<file path="config.mk">
export PLATFORM = sky130hd
export DESIGN_NAME = instr_encoder
export DESIGN_NICKNAME = d
export VERILOG_FILES = /design/src/rtl/instr_enc_pkg.sv /design/src/rtl/instr_enc_fifo.sv /design/src/rtl/instr_encoder.sv
export SDC_FILE = /design/constraint.sdc
export NUM_CORES = 1
export LEC_CHECK = 0
export ABC_AREA = 1
export CORE_MARGIN = 2
export CORE_UTILIZATION = 53
export DETAILED_ROUTE_END_ITERATION = 7
export PLACE_DENSITY = 0.95
export SETUP_SLACK_MARGIN = 0.05
export SYNTH_ARGS = -nofsm -noshare
export SYNTH_HDL_FRONTEND = slang
export SYNTH_SLANG_ARGS = --single-unit
</file>
<file path="constraint.sdc">
create_clock -name clk -period 7.6 [get_ports clk]
set_clock_uncertainty 0.2 [all_clocks]
set_input_delay 1.14 -clock clk [delete_from_list [all_inputs] [get_ports clk]]
set_output_delay 1.14 -clock clk [all_outputs]
set_load 0.005 [all_outputs]
</file>
<file path="src/rtl/instr_enc_pkg.sv">
// MIPS encoder shared types: mnemonics, opcode/func codes, field positions.
// Encoding helpers used by the instr_encoder loader.
package instr_enc_pkg;

  localparam int MNEM_W = 5;

  typedef enum logic [MNEM_W-1:0] {
    M_SLL = 5'd0, M_SRL, M_SRA, M_JR, M_SYSCALL,
    M_ADD, M_ADDU, M_SUB, M_AND, M_OR,
    M_XOR, M_NOR, M_SLT, M_SLTU,
    M_J, M_JAL,
    M_BEQ, M_BNE, M_BGEZ,
    M_ADDI, M_ADDIU, M_SLTI, M_ANDI, M_ORI, M_XORI,
    M_LW, M_LHU, M_SW
  } mnem_e;

  typedef enum logic [1:0] {
    S_IDLE, S_RUN, S_DONE
  } state_e;

  typedef struct packed {
    logic        rej;
    logic [31:0] word;
  } enc_t;

  localparam int OP_LSB = 26;
  localparam int RS_LSB = 21;
  localparam int RT_LSB = 16;
  localparam int RD_LSB = 11;
  localparam int SH_LSB = 6;

  localparam logic [5:0] OP_BGEZ  = 6'd1;
  localparam logic [5:0] OP_J     = 6'd2;
  localparam logic [5:0] OP_JAL   = 6'd3;
  localparam logic [5:0] OP_BEQ   = 6'd4;
  localparam logic [5:0] OP_BNE   = 6'd5;
  localparam logic [5:0] OP_ADDI  = 6'd8;
  localparam logic [5:0] OP_ADDIU = 6'd9;
  localparam logic [5:0] OP_SLTI  = 6'd10;
  localparam logic [5:0] OP_ANDI  = 6'd12;
  localparam logic [5:0] OP_ORI   = 6'd13;
  localparam logic [5:0] OP_XORI  = 6'd14;
  localparam logic [5:0] OP_LW    = 6'd35;
  localparam logic [5:0] OP_LHU   = 6'd37;
  localparam logic [5:0] OP_SW    = 6'd43;

  localparam logic [5:0] FN_SLL  = 6'd0;
  localparam logic [5:0] FN_SRL  = 6'd2;
  localparam logic [5:0] FN_SRA  = 6'd3;
  localparam logic [5:0] FN_JR   = 6'd8;
  localparam logic [5:0] FN_SYS  = 6'd12;
  localparam logic [5:0] FN_ADD  = 6'd32;
  localparam logic [5:0] FN_ADDU = 6'd33;
  localparam logic [5:0] FN_SUB  = 6'd34;
  localparam logic [5:0] FN_AND  = 6'd36;
  localparam logic [5:0] FN_OR   = 6'd37;
  localparam logic [5:0] FN_XOR  = 6'd38;
  localparam logic [5:0] FN_NOR  = 6'd39;
  localparam logic [5:0] FN_SLT  = 6'd42;
  localparam logic [5:0] FN_SLTU = 6'd43;

  localparam logic [4:0] BGEZ_RT = 5'd1;

  function automatic logic is_shift(logic [MNEM_W-1:0] m);
    return m <= M_SRA;
  endfunction

  function automatic logic is_alu(logic [MNEM_W-1:0] m);
    return (m >= M_ADD) && (m <= M_SLTU);
  endfunction

  function automatic logic is_jmp(logic [MNEM_W-1:0] m);
    return (m == M_J) || (m == M_JAL);
  endfunction

  function automatic logic is_imm(logic [MNEM_W-1:0] m);
    return (m >= M_BEQ) && (m <= M_SW) && (m != M_BGEZ);
  endfunction

  function automatic logic [5:0] func_of(logic [MNEM_W-1:0] m);
    logic [5:0] f;
    f = 6'd0;
    case (m)
      M_SLL:     f = FN_SLL;
      M_SRL:     f = FN_SRL;
      M_SRA:     f = FN_SRA;
      M_JR:      f = FN_JR;
      M_SYSCALL: f = FN_SYS;
      M_ADD:     f = FN_ADD;
      M_ADDU:    f = FN_ADDU;
      M_SUB:     f = FN_SUB;
      M_AND:     f = FN_AND;
      M_OR:      f = FN_OR;
      M_XOR:     f = FN_XOR;
      M_NOR:     f = FN_NOR;
      M_SLT:     f = FN_SLT;
      M_SLTU:    f = FN_SLTU;
      default:   f = 6'd0;
    endcase
    return f;
  endfunction

  function automatic logic [5:0] op_of(logic [MNEM_W-1:0] m);
    logic [5:0] o;
    o = 6'd0;
    case (m)
      M_BGEZ:  o = OP_BGEZ;
      M_J:     o = OP_J;
      M_JAL:   o = OP_JAL;
      M_BEQ:   o = OP_BEQ;
      M_BNE:   o = OP_BNE;
      M_ADDI:  o = OP_ADDI;
      M_ADDIU: o = OP_ADDIU;
      M_SLTI:  o = OP_SLTI;
      M_ANDI:  o = OP_ANDI;
      M_ORI:   o = OP_ORI;
      M_XORI:  o = OP_XORI;
      M_LW:    o = OP_LW;
      M_LHU:   o = OP_LHU;
      M_SW:    o = OP_SW;
      default: o = 6'd0;
    endcase
    return o;
  endfunction

  // True when a field the instruction format ignores carries a nonzero value.
  function automatic logic has_unused(
    logic [MNEM_W-1:0] m,
    logic [4:0]        rs,
    logic [4:0]        rt,
    logic [4:0]        rd,
    logic [4:0]        sh,
    logic [15:0]       imm,
    logic [25:0]       tgt
  );
    logic u;
    u = 1'b0;
    unique case (1'b1)
      is_shift(m):    u = |{rs, imm, tgt};
      is_alu(m):      u = |{sh, imm, tgt};
      m == M_JR:      u = |{rt, rd, sh, imm, tgt};
      m == M_SYSCALL: u = |{rs, rt, rd, sh, imm, tgt};
      is_imm(m):      u = |{rd, sh, tgt};
      m == M_BGEZ:    u = |{rt, rd, sh, tgt};
      is_jmp(m):      u = |{rs, rt, rd, sh, imm};
      default:        u = 1'b0;
    endcase
    return u;
  endfunction

endpackage

</file>
<file path="src/rtl/instr_enc_fifo.sv">
// Small synchronous FIFO for encoded words.
// Flush empties it in one cycle; reports full/empty/occupancy.
module instr_enc_fifo #(
  parameter int W     = 32,
  parameter int DEPTH = 2
) (
  input  logic                     clk,
  input  logic                     rst,
  input  logic                     flush,
  input  logic                     push,
  input  logic [W-1:0]             wdata,
  input  logic                     pop,
  output logic [W-1:0]             rdata,
  output logic                     full,
  output logic                     empty,
  output logic [$clog2(DEPTH):0]   occ
);

  localparam int AW = $clog2(DEPTH);

  logic [W-1:0] mem [DEPTH];
  logic [AW:0]  wptr;
  logic [AW:0]  rptr;
  logic         do_push;
  logic         do_pop;

  assign do_push = push && !full && !flush;
  assign do_pop  = pop && !empty && !flush;
  assign occ     = wptr - rptr;
  assign full    = occ == (AW+1)'(DEPTH);
  assign empty   = wptr == rptr;
  assign rdata   = mem[rptr[AW-1:0]];

  // Pointer update; flush discards everything queued.
  always_ff @(posedge clk or posedge rst) begin
    if (rst) begin
      wptr <= '0;
      rptr <= '0;
    end else if (flush) begin
      wptr <= '0;
      rptr <= '0;
    end else begin
      if (do_push) wptr <= wptr + 1'b1;
      if (do_pop)  rptr <= rptr + 1'b1;
    end
  end

  // Storage write; contents are don't-care until pushed.
  always_ff @(posedge clk) begin
    if (do_push) mem[wptr[AW-1:0]] <= wdata;
  end

endmodule

</file>
<file path="src/rtl/instr_encoder.sv">
// MIPS instruction encoder / program loader into instruction memory.
// Optional INSTR_ENC_STRICT_EN: reject requests with nonzero unused fields.
module instr_encoder
  import instr_enc_pkg::*;
#(
  parameter int ADDR_W     = 10,
  parameter int FIFO_DEPTH = 2
) (
  input  logic              clk,
  input  logic              rst,
  input  logic              start,
  input  logic [ADDR_W-1:0] base_addr,
  input  logic              req_valid,
  output logic              req_ready,
  input  logic [MNEM_W-1:0] req_mnem,
  input  logic [4:0]        req_rs,
  input  logic [4:0]        req_rt,
  input  logic [4:0]        req_rd,
  input  logic [4:0]        req_shamt,
  input  logic [15:0]       req_imm,
  input  logic [25:0]       req_target,
  output logic              mem_we,
  output logic [ADDR_W-1:0] mem_addr,
  output logic [31:0]       mem_wdata,
  input  logic              mem_ready,
  output logic              busy,
  output logic              err,
  output logic [ADDR_W:0]   count
);

  localparam int OCC_W = $clog2(FIFO_DEPTH) + 1;
  localparam int SUM_W = ADDR_W + 2;
  localparam logic [SUM_W-1:0] LIMIT = SUM_W'(1) << ADDR_W;
  localparam logic [ADDR_W:0] LAST = {1'b0, {ADDR_W{1'b1}}};

  function automatic enc_t encode(
    logic [MNEM_W-1:0] m,
    logic [4:0]        rs,
    logic [4:0]        rt,
    logic [4:0]        rd,
    logic [4:0]        sh,
    logic [15:0]       imm,
    logic [25:0]       tgt
  );
    enc_t e;
    e.word = '0;
    e.rej  = 1'b0;
    unique case (1'b1)
      is_shift(m): begin
        e.word[RT_LSB +: 5] = rt;
        e.word[RD_LSB +: 5] = rd;
        e.word[SH_LSB +: 5] = sh;
        e.word[5:0]         = func_of(m);
      end
      is_alu(m): begin
        e.word[RS_LSB +: 5] = rs;
        e.word[RT_LSB +: 5] = rt;
        e.word[RD_LSB +: 5] = rd;
        e.word[5:0]         = func_of(m);
      end
      m == M_JR: begin
        e.word[RS_LSB +: 5] = rs;
        e.word[5:0]         = func_of(m);
      end
      m == M_SYSCALL: begin
        e.word[5:0] = func_of(m);
      end
      is_imm(m): begin
        e.word[OP_LSB +: 6] = op_of(m);
        e.word[RS_LSB +: 5] = rs;
        e.word[RT_LSB +: 5] = rt;
        e.word[15:0]        = imm;
      end
      m == M_BGEZ: begin
        e.word[OP_LSB +: 6] = op_of(m);
        e.word[RS_LSB +: 5] = rs;
        e.word[RT_LSB +: 5] = BGEZ_RT;
        e.word[15:0]        = imm;
      end
      is_jmp(m): begin
        e.word[OP_LSB +: 6] = op_of(m);
        e.word[25:0]        = tgt;
      end
      default: e.rej = 1'b1;
    endcase
`ifdef INSTR_ENC_STRICT_EN
    if (has_unused(m, rs, rt, rd, sh, imm, tgt)) e.rej = 1'b1;
`endif
    return e;
  endfunction

  state_e           state;
  state_e           state_nx;
  enc_t             enc;
  logic             hs;
  logic             push;
  logic             wr;
  logic             full;
  logic             empty;
  logic [OCC_W-1:0] occ;
  logic [31:0]      head;
  logic [SUM_W-1:0] pending;

  assign enc = encode(req_mnem, req_rs, req_rt, req_rd,
                      req_shamt, req_imm, req_target);
  assign hs      = req_valid && req_ready;
  assign push    = hs && !enc.rej;
  assign wr      = mem_we && mem_ready;
  assign pending = SUM_W'(count) + SUM_W'(occ);

  instr_enc_fifo #(
    .W     (32),
    .DEPTH (FIFO_DEPTH)
  ) u_fifo (
    .clk   (clk),
    .rst   (rst),
    .flush (start),
    .push  (push),
    .wdata (enc.word),
    .pop   (wr),
    .rdata (head),
    .full  (full),
    .empty (empty),
    .occ   (occ)
  );

  // State register.
  always_ff @(posedge clk or posedge rst) begin
    if (rst) state <= S_IDLE;
    else     state <= state_nx;
  end

  // Next state: start always restarts; last address slot ends the run.
  always_comb begin
    state_nx = state;
    if (start) begin
      state_nx = S_RUN;
    end else if (state == S_RUN && wr && count == LAST) begin
      state_nx = S_DONE;
    end
  end

  // Handshake and memory-side outputs.
  always_comb begin
    req_ready = (state == S_RUN) && !full && !start &&
                (pending != LIMIT);
    busy      = (state == S_RUN) || !empty;
    mem_we    = !empty;
    mem_wdata = empty ? 32'd0 : head;
  end

  // Write address, written-word count and sticky error flag.
  always_ff @(posedge clk or posedge rst) begin
    if (rst) begin
      mem_addr <= '0;
      count    <= '0;
      err      <= 1'b0;
    end else if (start) begin
      mem_addr <= base_addr;
      count    <= '0;
      err      <= 1'b0;
    end else begin
      if (wr) begin
        mem_addr <= mem_addr + 1'b1;
        count    <= count + 1'b1;
      end
      if (hs && enc.rej) err <= 1'b1;
    end
  end

endmodule

</file>
[Word level (Yosys, flattened, before mapping)]
Memories as Yosys holds them, arrays and structs flattened.
Index checks and enable logic that the tools add are counted.
Word-level totals
  bits in read-only memories: 800
  memory bits (writable): 64
  register bits after elaboration: 28
  memories: 8
  input port bits: 82
  word-level logic and storage cells: 91
  output and inout port bits: 57
Memory list
  (no name shown): depth 32, width 5, read ports 1, clocked after Yosys merged registers in 0, wr ports 0, line instr_enc_pkg.sv:106  | case (m)
  (no name shown): depth 32, width 5, read ports 1, clocked after Yosys merged registers in 0, wr ports 0, line instr_enc_pkg.sv:106
  (no name shown): depth 32, width 5, read ports 1, clocked after Yosys merged registers in 0, wr ports 0, line instr_enc_pkg.sv:106
  (no name shown): depth 16, width 5, read ports 1, clocked after Yosys merged registers in 0, wr ports 0, line instr_enc_pkg.sv:83  | case (m)
  (no name shown): depth 16, width 5, read ports 1, clocked after Yosys merged registers in 0, wr ports 0, line instr_enc_pkg.sv:83
  (no name shown): depth 16, width 5, read ports 1, clocked after Yosys merged registers in 0, wr ports 0, line instr_enc_pkg.sv:83
  2 more memories
Cells by class
  $add $sub $neg: 6
  eq/ne operators: 11
  reductions and logical operators: 30
  $lt $le $gt $ge: 5
  mux-type cells: 25
Operators by type and width (count)
  10-bit one-hot mux with 4 select lines: 1
  6-bit one-hot mux with 6 select lines: 1
  32-bit 2-to-1 mux: 1
  6-bit 2-to-1 mux: 4
  11-bit 2-to-1 mux: 2
  10-bit 2-to-1 mux: 2
  6-bit one-hot mux with 3 select lines: 1
  1-bit logical AND: 16
  5-bit one-hot mux with 3 select lines: 1
  11-bit by 2-bit adder with 12-bit output: 1
  2-bit 2-to-1 mux: 6
  12-bit by 11-bit inequality test with 1-bit output (second input constant): 1
  11-bit by 1-bit adder with 11-bit output (second input constant): 1
  11-bit by 10-bit == test with 1-bit output (second input constant): 1
  10-bit by 1-bit adder with 10-bit output (second input constant): 1
  5-bit by 4-bit == test with 1-bit output (second input constant): 2
  5-bit one-hot mux with 2 select lines: 1
  2-bit nonzero test: 5
  7-bit OR reduction: 1
  5-bit by 2-bit == test with 1-bit output (second input constant): 1
  5-bit by 3-bit == test with 1-bit output (second input constant): 1
  5-bit == test (second input constant): 1
  5-bit by 3-bit greater-or-equal comparator with 1-bit output (second input constant): 1
  5-bit greater-or-equal comparator (second input constant): 1
  other kinds (14): 23

[Longest topological paths before layout]
Gate-level depths: netlist of the first run.
  depth in word-level cells: 12
  mapped depth: 19
  mapped depth without buffers: 19

[Hierarchy]
Synthesis of the first run repeated with hierarchy kept, for this count alone.
Second synthesis, totals
  cells, all modules: 608
  area, all modules: 5427.7 um^2
By module, submodules not included
  instr_encoder: instances 1, area an instance 2797.7 um^2, seq. area each 600.6 um^2, cells an instance 465
  instr_enc_fifo: instances 1, area an instance 2630.0 um^2, seq. area each 2021.9 um^2, cells an instance 143

[Worst setup path after synthesis of the first run]
Ideal clock, no wire load.
  path kind: input to register
  start point: input req_mnem[2]
  end point: memory u_fifo.mem[1][0], enable pin
  path slack: 3571 ps
  data required time: 6981 ps
  stages: 10
  arrival time: 3410 ps
  path buffers: 1
  cells stage by stage: buf_4 > inv_1 > ha_1 > nand4_1 > nand2_2 > inv_2 > nor2_2 > nand4_2 > nand4_2 > nor2_1
On the way
  cells in the longest elaborated chain, start to end: 9
Ends and longest elaborated chain
  from (decl): line instr_encoder.sv:15  | input logic [MNEM_W-1:0] req_mnem,
  5-bit greater-or-equal comparator / 5-bit <= comparator (equally long branches): line instr_enc_pkg.sv:77  | return (m >= M_BEQ) && (m <= M_SW) && (m != M_BGEZ);
  1-bit logical AND (2 in a row): line instr_enc_pkg.sv:77
  7-bit OR reduction (no source line) *
  1-bit logical AND *: line instr_encoder.sv:107  | assign push = hs && !enc.rej;
  1-bit logical AND * (2 in a row): line instr_enc_fifo.sv:27  | assign do_push = push && !full && !flush;
  1-bit 2-to-1 mux *: line instr_enc_fifo.sv:50  | if (do_push) mem[wptr[AW-1:0]] <= wdata;
  1-bit 2-to-1 mux (not written as such) *: line instr_enc_fifo.sv:50
  to (decl): line instr_enc_fifo.sv:21  | logic [W-1:0] mem [DEPTH];
Mark *: on every way between the ends. The rest lies on a longest branch, timed or not.

[Final worst setup path of the first run]
  start point: input start
  end point: output req_ready
On the way
  cells in the longest elaborated chain, start to end: 3
Ends and longest elaborated chain
  from (decl): line instr_encoder.sv:11  | input logic start,
  1-bit logical NOT: line instr_encoder.sv:145  | req_ready = (state == S_RUN) && !full && !start &&
  1-bit logical AND (2 in a row): line instr_encoder.sv:145
  to (decl): line instr_encoder.sv:14  | output logic req_ready,
No other way between the ends.

==> results of run 1 <==
==> worst paths after layout <==
kind | startpoint | endpoint | cells after the start
hold reg to reg | state[0]$_DFFE_PP0P_ | state[0]$_DFFE_PP0P_ | 2
min in group asynchronous | rst | mem_addr[8]$_DFFE_PP0P_ | 2
setup / recovery | start | req_ready | 5
hold / removal | state[0]$_DFFE_PP0P_ | state[0]$_DFFE_PP0P_ | 2
setup reg to reg | u_fifo.wptr[0]$_DFFE_PP0P_ | u_fifo.mem[0][27]$_DFFE_PP_ | 16
max in group asynchronous | rst | mem_addr[4]$_DFFE_PP0P_ | 2
==> layout make-up <==
class | count | area share
tap | 133 | 0.0240
inverter | 88 | 0.0477
multi-input combinational | 397 | 0.330
clock buffer | 9 | 0.0179
timing repair buffer | 138 | 0.199
sequential | 90 | 0.370
clock inverter | 7 | 0.0114
==> cell usage in the layout, fill, tap and decap left out, types with 7 or more instances in the layout <==
| cell | instances |
|---|---|
| clkdlybuf4s50_1 | 137 |
| dfrtp_1 | 28 |
| a21oi_1 | 12 |
| nor3_1 | 9 |
| nand2_2 | 7 |
| inv_1 | 82 |
| mux2_2 | 31 |
| o21ai_0 | 21 |
| edfxtp_1 | 62 |
| ha_1 | 17 |
| clkbuf_8 | 9 |
| nand4_1 | 7 |
| nand2_1 | 160 |
| nand3_1 | 40 |
| nor2_1 | 31 |
==> critical path, delay by kind of cell <==
family | cells | cell delay [ps]
compound gates | 1 | 240
simple gates | 1 | 210
buf+inv | 3 | 1980
==> per-layer routing <==
| layer | share of wire | GRT usage |
|---|---|---|
| met1 | 0.38 | 0.295 |
| met2 | 0.53 | 0.473 |
| met3 | 0.072 | 0.0522 |
| met4 | 0.027 | 0.0994 |
| met5 | 0 | 0 |
==> cells in the mapped netlist, drive strengths merged, types with 2 or more instances <==
cell,n,area [µm²]
or2,3,18.8
nand2,167,644
a21oi,16,103
nor3b,2,15.0
a31oi,4,25.0
o21ai,27,139
edfxtp,62,1860
nand4,9,68.8
nand3,41,210
buf,12,67.6
clkbuf,7,26.3
nor4,3,18.8
xor2,6,52.6
o211ai,4,30.0
mux2,31,349
nor2,42,203
a211oi,3,22.5
ha,17,213
inv,88,330
a22oi,2,15.0
dfrtp,28,701
nor3,9,45.0
==> per-stage QoR <==
stage               worst slack, ps   util  cells
global placement               2790  0.691    846
global route                   2530  0.712    862
finish                         2690  0.712    862
floorplan                      3570      -    594
detailed placement             2700  0.691    846
CTS                            2660  0.712    862
==> logic make-up after synthesis <==
kind of cell,Yosys count,share of synthesized area
and+or+nand+nor,276,0.232
buffers and inverters,107,0.0805
DFF,90,0.486
AOI/OAI and AO/OA,64,0.0765
muxes,31,0.0663
adders and majority gates,18,0.0442
xor gates and xnor gates,7,0.0131
other,1,0.000712
==> power breakdown <==
group          switching, mW  internal [mW]  leakage, nW
registers             0.0236          0.568        0.934
logic                  0.263          0.265         1.91
clock network          0.201          0.132        0.104
==> state kept, by name, summed over array words and instances, names as in the netlist <==
name	flops
u_fifo.mem	62
count	11
mem_addr	10
state	2
u_fifo.rptr	2
u_fifo.wptr	2
err	1
==> run_results.csv, run 1 <==
group,metric,value,unit
sta,relSlewSlack,0.180,
drt,vias,4743,
sta,hold_viol_final,0,
drt,wl_per_cell,16.0,µm
global_routing,antenna_found_initial,0,
floorplan,die-area,10800,µm²
synth,synth_edf_count,62,
placed_design,io_buffers,137,
placed_design,place.gp.congestion,0.912,
floorplan,core_area,9730,µm²
sta,worstMarginPinSlew,1230,ps
critical_path,crit_chain,"clkdlybuf4s50_1 -> inv_1 -> nand3_1 -> a21oi_2 -> clkdlybuf4s50_1",
worst_hold_path,hp-class,"reg2reg",
critical_path,critPathSlowestCell,"clkdlybuf4s50_1",
sta,clock.fmax,204,MHz
layout,seq_area,2560,µm²
global_routing,grt_usage,0.258,
synth,synth_cells,594,
drt,via_per_inst,5.50,
global_routing,grt_start_max_net_pins,34,
clocking,cts_max_level,3,
drt,remaining_drc_errors,0,
floorplan,fp.dieW,104,µm
floorplan,rows,36,
pwr,power.total,1.45,mW
clocking,clock-sinks,90,
layout,nets,824,
floorplan,die_h,104,µm
clocking,cts_tree,"yes",
pwr,power.leakage,2.95,nW
drt,drt-initial-drc-count,296,
synth,synthArstFlopShare,0.311,
clocking,path_clk_slew,90,ps
drt,firstDrtPassIters,5,
layout,multi_input_area,2290,µm²
critical_path,start_kind,"input pin",
layout,areaGrowthSynthToFinish,31.5,%
synth,ys_seq_elements,90,
placed_design,dp_hpwl,10000,µm
synth,syn-cell-area,5270,µm²
placed_design,placed_area,6730,µm²
status,status,"complete, no violations",
layout,drive_above_1_share,0.114,
floorplan,start_util,0.541,
layout,design_area,6930,µm²
synth,avgSynthCellArea,8.87,µm²
sta,final_max_slew_viol_count,0,
clocking,cts-resized-gates,0,
critical_path,endpoint_kind,"primary output",
flow_run,maxCapViolations,0,
clocking,cts_made_buffers,9,
layout,fillers,710,
critical_path,cp.required,6260,ps
critical_path,cpPeakStageDelay,770,ps
layout,antenna_cells,0,
pwr,max-vdd-ir-drop,118,µV
sta,fin_setup_tns,0,ps
clocking,root_buffer,"clkbuf_8",
drt,totalWireLength,13800,µm
critical_path,cp_common_cell,"clkdlybuf4s50_1",
drt,antenna_left,0,
synth,synth.distinct_cells,47,
synth,yosysWarnings,0,
critical_path,path_class,"in2out",
sta,finalCritPeriodShare,0.646,
global_routing,grt_pass1_wl,22300,µm
clocking,clk_path_buf_depth,2,
synth,ys_seq_area_frac,0.486,
sta,rsz0062_at_grt,"no",
sta,whs,295,ps
sta,fin_crit,4910,ps
pwr,powerDensity,209,nW/µm²
critical_path,crit_arrival,3570,ps
floorplan,ioPinCount,139,
clocking,cts_hold_buf,0,
clocking,worstSkewPairLatency,370,ps
synth,synthFlopType,"edfxtp_1",
critical_path,reg2reg_slack,3610,ps
clocking,cts_setup_buffers,0,
global_routing,overflow,0,
critical_path,critPathMaxFanout,20,
synth,synth_fp_nets,694,
global_routing,grt_pass1_vias,4741,
sta,setup-violations-final,0,
Power figures use the tool's default switching activity.
==> run 2, diff against run 1 <==
Settings changed: CORE_UTILIZATION 53 to 49, PLACE_DENSITY 0.95 to 0.93.
Clock period 7.6 ns to 4.6 ns, I/O delays scaled along.
==> run 2 against run 1 <==
  * Sequential cell count stayed put
  * Via count shrank 1.8%
  * Non-clock buffer count rose by 5
  * Register-to-register slack lost 2700 ps
  * Cell area up 0.85%
  * Clock power grew 59%
  * Clock-buffer cell count unchanged
  * Critical path type is now reg2out
  * Highest routed layer unchanged
==> run_results.csv, run 2 (synthesized netlist as in run 1, its figures left out) <==
group,metric,value,unit
pwr,power.leakage,2.98,nW
layout,largest_register_ffs,62,
drt,drt-initial-drc-count,298,
worst_hold_path,hp-class,"reg2reg",
floorplan,start_util,0.508,
pwr,powerDensity,340,nW/µm²
layout,drive_above_1_share,0.120,
critical_path,endpoint_kind,"primary output",
floorplan,fp.dieW,108,µm
sta,fin_setup_tns,0,ps
drt,wl_per_cell,15.6,µm
pwr,max-vdd-ir-drop,163,µV
drt,antenna_left,0,
pwr,seqPwrFrac,0.411,
clocking,cts_hold_buf,0,
layout,final_common_cell,"nand2_1",
layout,antenna_cells,0,
clocking,worstSkewPairLatency,380,ps
critical_path,critPathSlowestCell,"clkdlybuf4s50_1",
clocking,cts_tree,"yes",
pwr,switching_share,0.330,
floorplan,die-area,11600,µm²
pwr,power_frac_clock,0.222,
critical_path,crit_arrival,3250,ps
drt,totalWireLength,13600,µm
layout,nets,829,
flow_run,maxCapViolations,0,
layout,design_area,6990,µm²
critical_path,cpPeakStageDelay,560,ps
drt,via_per_inst,5.35,
global_routing,antenna_found_initial,0,
layout,areaGrowthSynthToFinish,32.7,%
sta,relSlewSlack,0.259,
layout,post-route-util,0.674,
sta,setup-violations-final,0,
clocking,cts-resized-gates,0,
pwr,power.net_switching,0.785,mW
drt,remaining_drc_errors,0,
global_routing,grt_pass1_vias,4686,
global_routing,grt_usage,0.243,
clocking,cts_made_buffers,9,
floorplan,core_area,10400,µm²
placed_design,placed_area,6790,µm²
clocking,path_clk_slew,90,ps
sta,worstMarginPinSlew,1110,ps
drt,firstDrtPassIters,5,
critical_path,cp.required,3710,ps
placed_design,dp_hpwl,10100,µm
global_routing,grt_pass1_wl,22100,µm
clocking,clock-sinks,90,
sta,hold_viol_final,0,
critical_path,crit_chain,"inv_1 -> ha_1 -> inv_1 -> ha_1 -> fa_1 -> inv_1 -> nor2_2 -> nand2_1 -> nand2_1 -> nand2_1 -> nor2_2 -> nand2_2 -> nor2_4 -> a21oi_2 -> clkdlybuf4s50_1",
floorplan,die_h,108,µm
status,status,"complete, no violations",
floorplan,rows,37,
layout,final_cell_mix,"160 x nand2_1, 137 x clkdlybuf4s50_1, 82 x inv_1",
global_routing,grt_start_max_net_pins,34,
placed_design,place.gp.congestion,0.995,
clocking,cts_setup_buffers,0,
critical_path,start_kind,"register",
pwr,combPwrFrac,0.368,
critical_path,path_class,"reg2out",
pwr,internal_power,1.59,mW
clocking,root_buffer,"clkbuf_8",
sta,final_max_slew_viol_count,0,
critical_path,critPathMaxFanout,5,
floorplan,ioPinCount,139,
global_routing,overflow,0,
placed_design,dp_cells,854,
clocking,clk_path_buf_depth,2,
layout,fin_cells,870,
sta,finalCritPeriodShare,0.900,
placed_design,io_buffers,137,
sta,fin_crit,4140,ps
drt,vias,4656,
clocking,cts_max_level,3,
sta,clock.fmax,242,MHz
sta,rsz0062_at_grt,"no",
-- run 2: routing by layer --
metal	vias to the layer above	wire length [µm]	track usage	part of all wire
li1	2237	-	-	-
met1	2195	5470	0.296	0.40
met2	201	6960	0.429	0.51
met3	23	904	0.0400	0.066
met4	0	267	0.0934	0.020
met5	-	0	0	0
-- run 2: final timing paths --
kind	startpoint	cells after the start	slack (ps)	end
worst min register to register	state[0]$_DFFE_PP0P_	2	310	state[0]$_DFFE_PP0P_
worst min-delay path	state[0]$_DFFE_PP0P_	2	310	state[0]$_DFFE_PP0P_
max in group asynchronous	rst	2	2830	count[6]$_DFFE_PP0P_
worst max-delay path	u_fifo.wptr[0]$_DFFE_PP0P_	15	460	req_ready
worst max register to register	u_fifo.wptr[0]$_DFFE_PP0P_	17	950	u_fifo.mem[0][23]$_DFFE_PP_
min in group asynchronous	rst	2	700	u_fifo.wptr[1]$_DFFE_PP0P_
-- run 2: critical path: cells and delay by family, from the launching register on --
family,cells,cell delay [ps]
AO/OA/AOI/OAI,1,230
adder cells (fa/ha/maj),3,1010
buffers and inverters,4,840
flip-flops,1,400
AND/OR/NAND/NOR,7,400
-- run 2: cell type report --
| class | count | area [µm²] |
|---|---|---|
| Fill cell | 798 | 3380 |
| Sequential cell | 90 | 2560 |
| Multi-Input combinational cell | 397 | 2290 |
| Clock buffer | 9 | 124 |
| Inverter | 88 | 330 |
| Tap cell | 136 | 170 |
| Timing Repair Buffer | 143 | 1440 |
| Clock inverter | 7 | 71.3 |
-- run 2: stage by stage --
| stage | power [mW] | setup WS [ps] | hold slack (ps) |
|---|---|---|---|
| floorplan | 1.43 | 659 | 242 |
| global placement | 1.84 | 886 | 254 |
| detailed placement | 1.87 | 715 | 291 |
| CTS | 2.39 | 476 | 313 |
| global route | 2.50 | 282 | 353 |
| finish | 2.38 | 460 | 315 |
-- run 2: power groups by stage --
stage	logic, mW	clock network [mW]	registers [mW]
final	0.874	0.527	0.977
after global routing	0.959	0.561	0.984
after CTS	0.879	0.534	0.977
after detailed placement	0.871	0	0.994
after global placement	0.849	0	0.990
after floorplan	0.446	0	0.987
==> run 3, diff against run 2 <==
Settings changed: SLEW_MARGIN set to 20.
==> run 3 against run 2 <==
  * Clock power about the same
  * Routed wire length barely moved
  * Sequential cell count is the same
  * Cell area is the same
  * Final cell count did not move
  * Critical endpoint unchanged
  * Highest routed layer unchanged
==> run_results.csv, run 3 (synthesized netlist as in run 1, its figures left out) <==
group,metric,value,unit
floorplan,die_h,108,µm
drt,drt-initial-drc-count,298,
floorplan,rows,37,
sta,clock.fmax,242,MHz
critical_path,critPathTopFamily,"adder cells",
pwr,internal_power,1.59,mW
status,status,"complete, no violations",
sta,fin_crit,4140,ps
sta,finalCritPeriodShare,0.900,
layout,design_area,6990,µm²
pwr,power.total,2.38,mW
clocking,cts-resized-gates,0,
clocking,worstSkewPairLatency,380,ps
layout,nets,829,
clocking,path_clk_slew,90,ps
sta,fin_setup_tns,0,ps
sta,final_max_slew_viol_count,0,
floorplan,fp.dieW,108,µm
placed_design,place.gp.congestion,0.995,
sta,worstMarginPinSlew,699,ps
worst_hold_path,hp-class,"reg2reg",
drt,firstDrtPassIters,5,
pwr,power.net_switching,0.785,mW
clocking,root_buffer,"clkbuf_8",
floorplan,core_area,10400,µm²
pwr,power.leakage,2.97,nW
drt,wl_per_cell,15.6,µm
layout,fillers,798,
layout,final_cell_mix,"160 x nand2_1, 137 x clkdlybuf4s50_1, 81 x inv_1",
pwr,seqPwrFrac,0.411,
critical_path,critPathSlowestCell,"clkdlybuf4s50_1",
sta,whs,315,ps
clocking,clock-sinks,90,
pwr,switching_share,0.330,
sta,setup-violations-final,0,
critical_path,cpPeakStageDelay,560,ps
critical_path,crit_chain,"inv_1 -> ha_1 -> inv_1 -> ha_1 -> fa_1 -> inv_1 -> nor2_2 -> nand2_1 -> nand2_1 -> nand2_1 -> nor2_2 -> nand2_2 -> nor2_4 -> a21oi_2 -> clkdlybuf4s50_1",
clocking,cts_max_level,3,
global_routing,antenna_found_initial,0,
layout,final_common_cell,"nand2_1",
critical_path,endpoint_kind,"primary output",
critical_path,cp.required,3710,ps
global_routing,grt_start_max_net_pins,34,
clocking,cts_made_buffers,9,
layout,antenna_cells,0,
clocking,cts_tree,"yes",
clocking,cts_setup_buffers,0,
pwr,max-vdd-ir-drop,163,µV
flow_run,maxCapViolations,0,
pwr,powerDensity,340,nW/µm²
placed_design,placed_area,6790,µm²
layout,drive_above_1_share,0.121,
drt,vias,4657,
critical_path,path_buf_inv,4,
critical_path,path_class,"reg2out",
critical_path,start_kind,"register",
pwr,combPwrFrac,0.368,
layout,areaGrowthSynthToFinish,32.7,%
placed_design,io_buffers,137,
pwr,power_frac_clock,0.222,
global_routing,grt_usage,0.243,
critical_path,crit_arrival,3250,ps
global_routing,grt_pass1_vias,4686,
sta,rsz0062_at_grt,"no",
floorplan,start_util,0.508,
drt,totalWireLength,13600,µm
global_routing,overflow,0,
floorplan,ioPinCount,139,
global_routing,grt_pass1_wl,22100,µm
floorplan,die-area,11600,µm²
critical_path,critPathMaxFanout,5,
clocking,clk_path_buf_depth,2,
drt,via_per_inst,5.35,
sta,hold_viol_final,0,
layout,largest_register_ffs,62,
placed_design,dp_hpwl,10100,µm
sta,relSlewSlack,0.533,
drt,antenna_left,0,
drt,remaining_drc_errors,0,
clocking,cts_hold_buf,0,
## run 3: changes by cell type in the layout (fill, tap and decap cells not counted)
cell | before | now
inv_1 | 82 | 81
inv_2 | 6 | 7
## run 3: metal layers
metal  track usage  part of all wire
met1         0.296              0.40
met2         0.429              0.51
met3        0.0400             0.066
met4        0.0934             0.020
met5             0                 0
## run 3: final timing paths
| check | start | to | slack [ps] | cells past startpoint |
|---|---|---|---|---|
| max | u_fifo.wptr[0]$_DFFE_PP0P_ | req_ready | 460 | 15 |
| min | state[0]$_DFFE_PP0P_ | state[0]$_DFFE_PP0P_ | 310 | 2 |
| max reg2reg | u_fifo.wptr[0]$_DFFE_PP0P_ | u_fifo.mem[0][23]$_DFFE_PP_ | 950 | 17 |
| min reg2reg | state[0]$_DFFE_PP0P_ | state[0]$_DFFE_PP0P_ | 310 | 2 |
| max in group asynchronous | rst | count[6]$_DFFE_PP0P_ | 3290 | 2 |
| min in group asynchronous | rst | u_fifo.wptr[1]$_DFFE_PP0P_ | 510 | 2 |
## run 3: cell type report
type | count | area, µm² | area share
clock buffers | 9 | 124 | 0.0177
repair buffers | 143 | 1440 | 0.206
multi-input cells | 397 | 2290 | 0.327
flip-flops and latches | 90 | 2560 | 0.367
clock inverters | 7 | 71.3 | 0.0102
inverters | 88 | 330 | 0.0473
well taps | 136 | 170 | 0.0244
## run 3: tightest hold or removal path, stage by stage, from the launching register on
cell and delay (ps):
dfrtp_1 370, nand2_1 60, nand2_1 60
## run 3: per-stage QoR
stage / instances / worst slack [ps] / utilization
after CTS: 870 / 476 / 0.674
after global routing: 870 / 282 / 0.674
after detailed placement: 854 / 715 / 0.655
final: 870 / 460 / 0.674
after global placement: 854 / 886 / 0.655
after floorplan: 594 / 659 / -
## run 3: power groups by stage
stage	Sequential (mW)	Clock, mW	Combinational, mW
2_1_floorplan	0.987	0	0.446
3_3_place_gp	0.990	0	0.849
3_5_place_dp	0.994	0	0.871
4_1_cts	0.977	0.534	0.879
5_1_grt	0.984	0.561	0.959
6_report	0.977	0.527	0.875
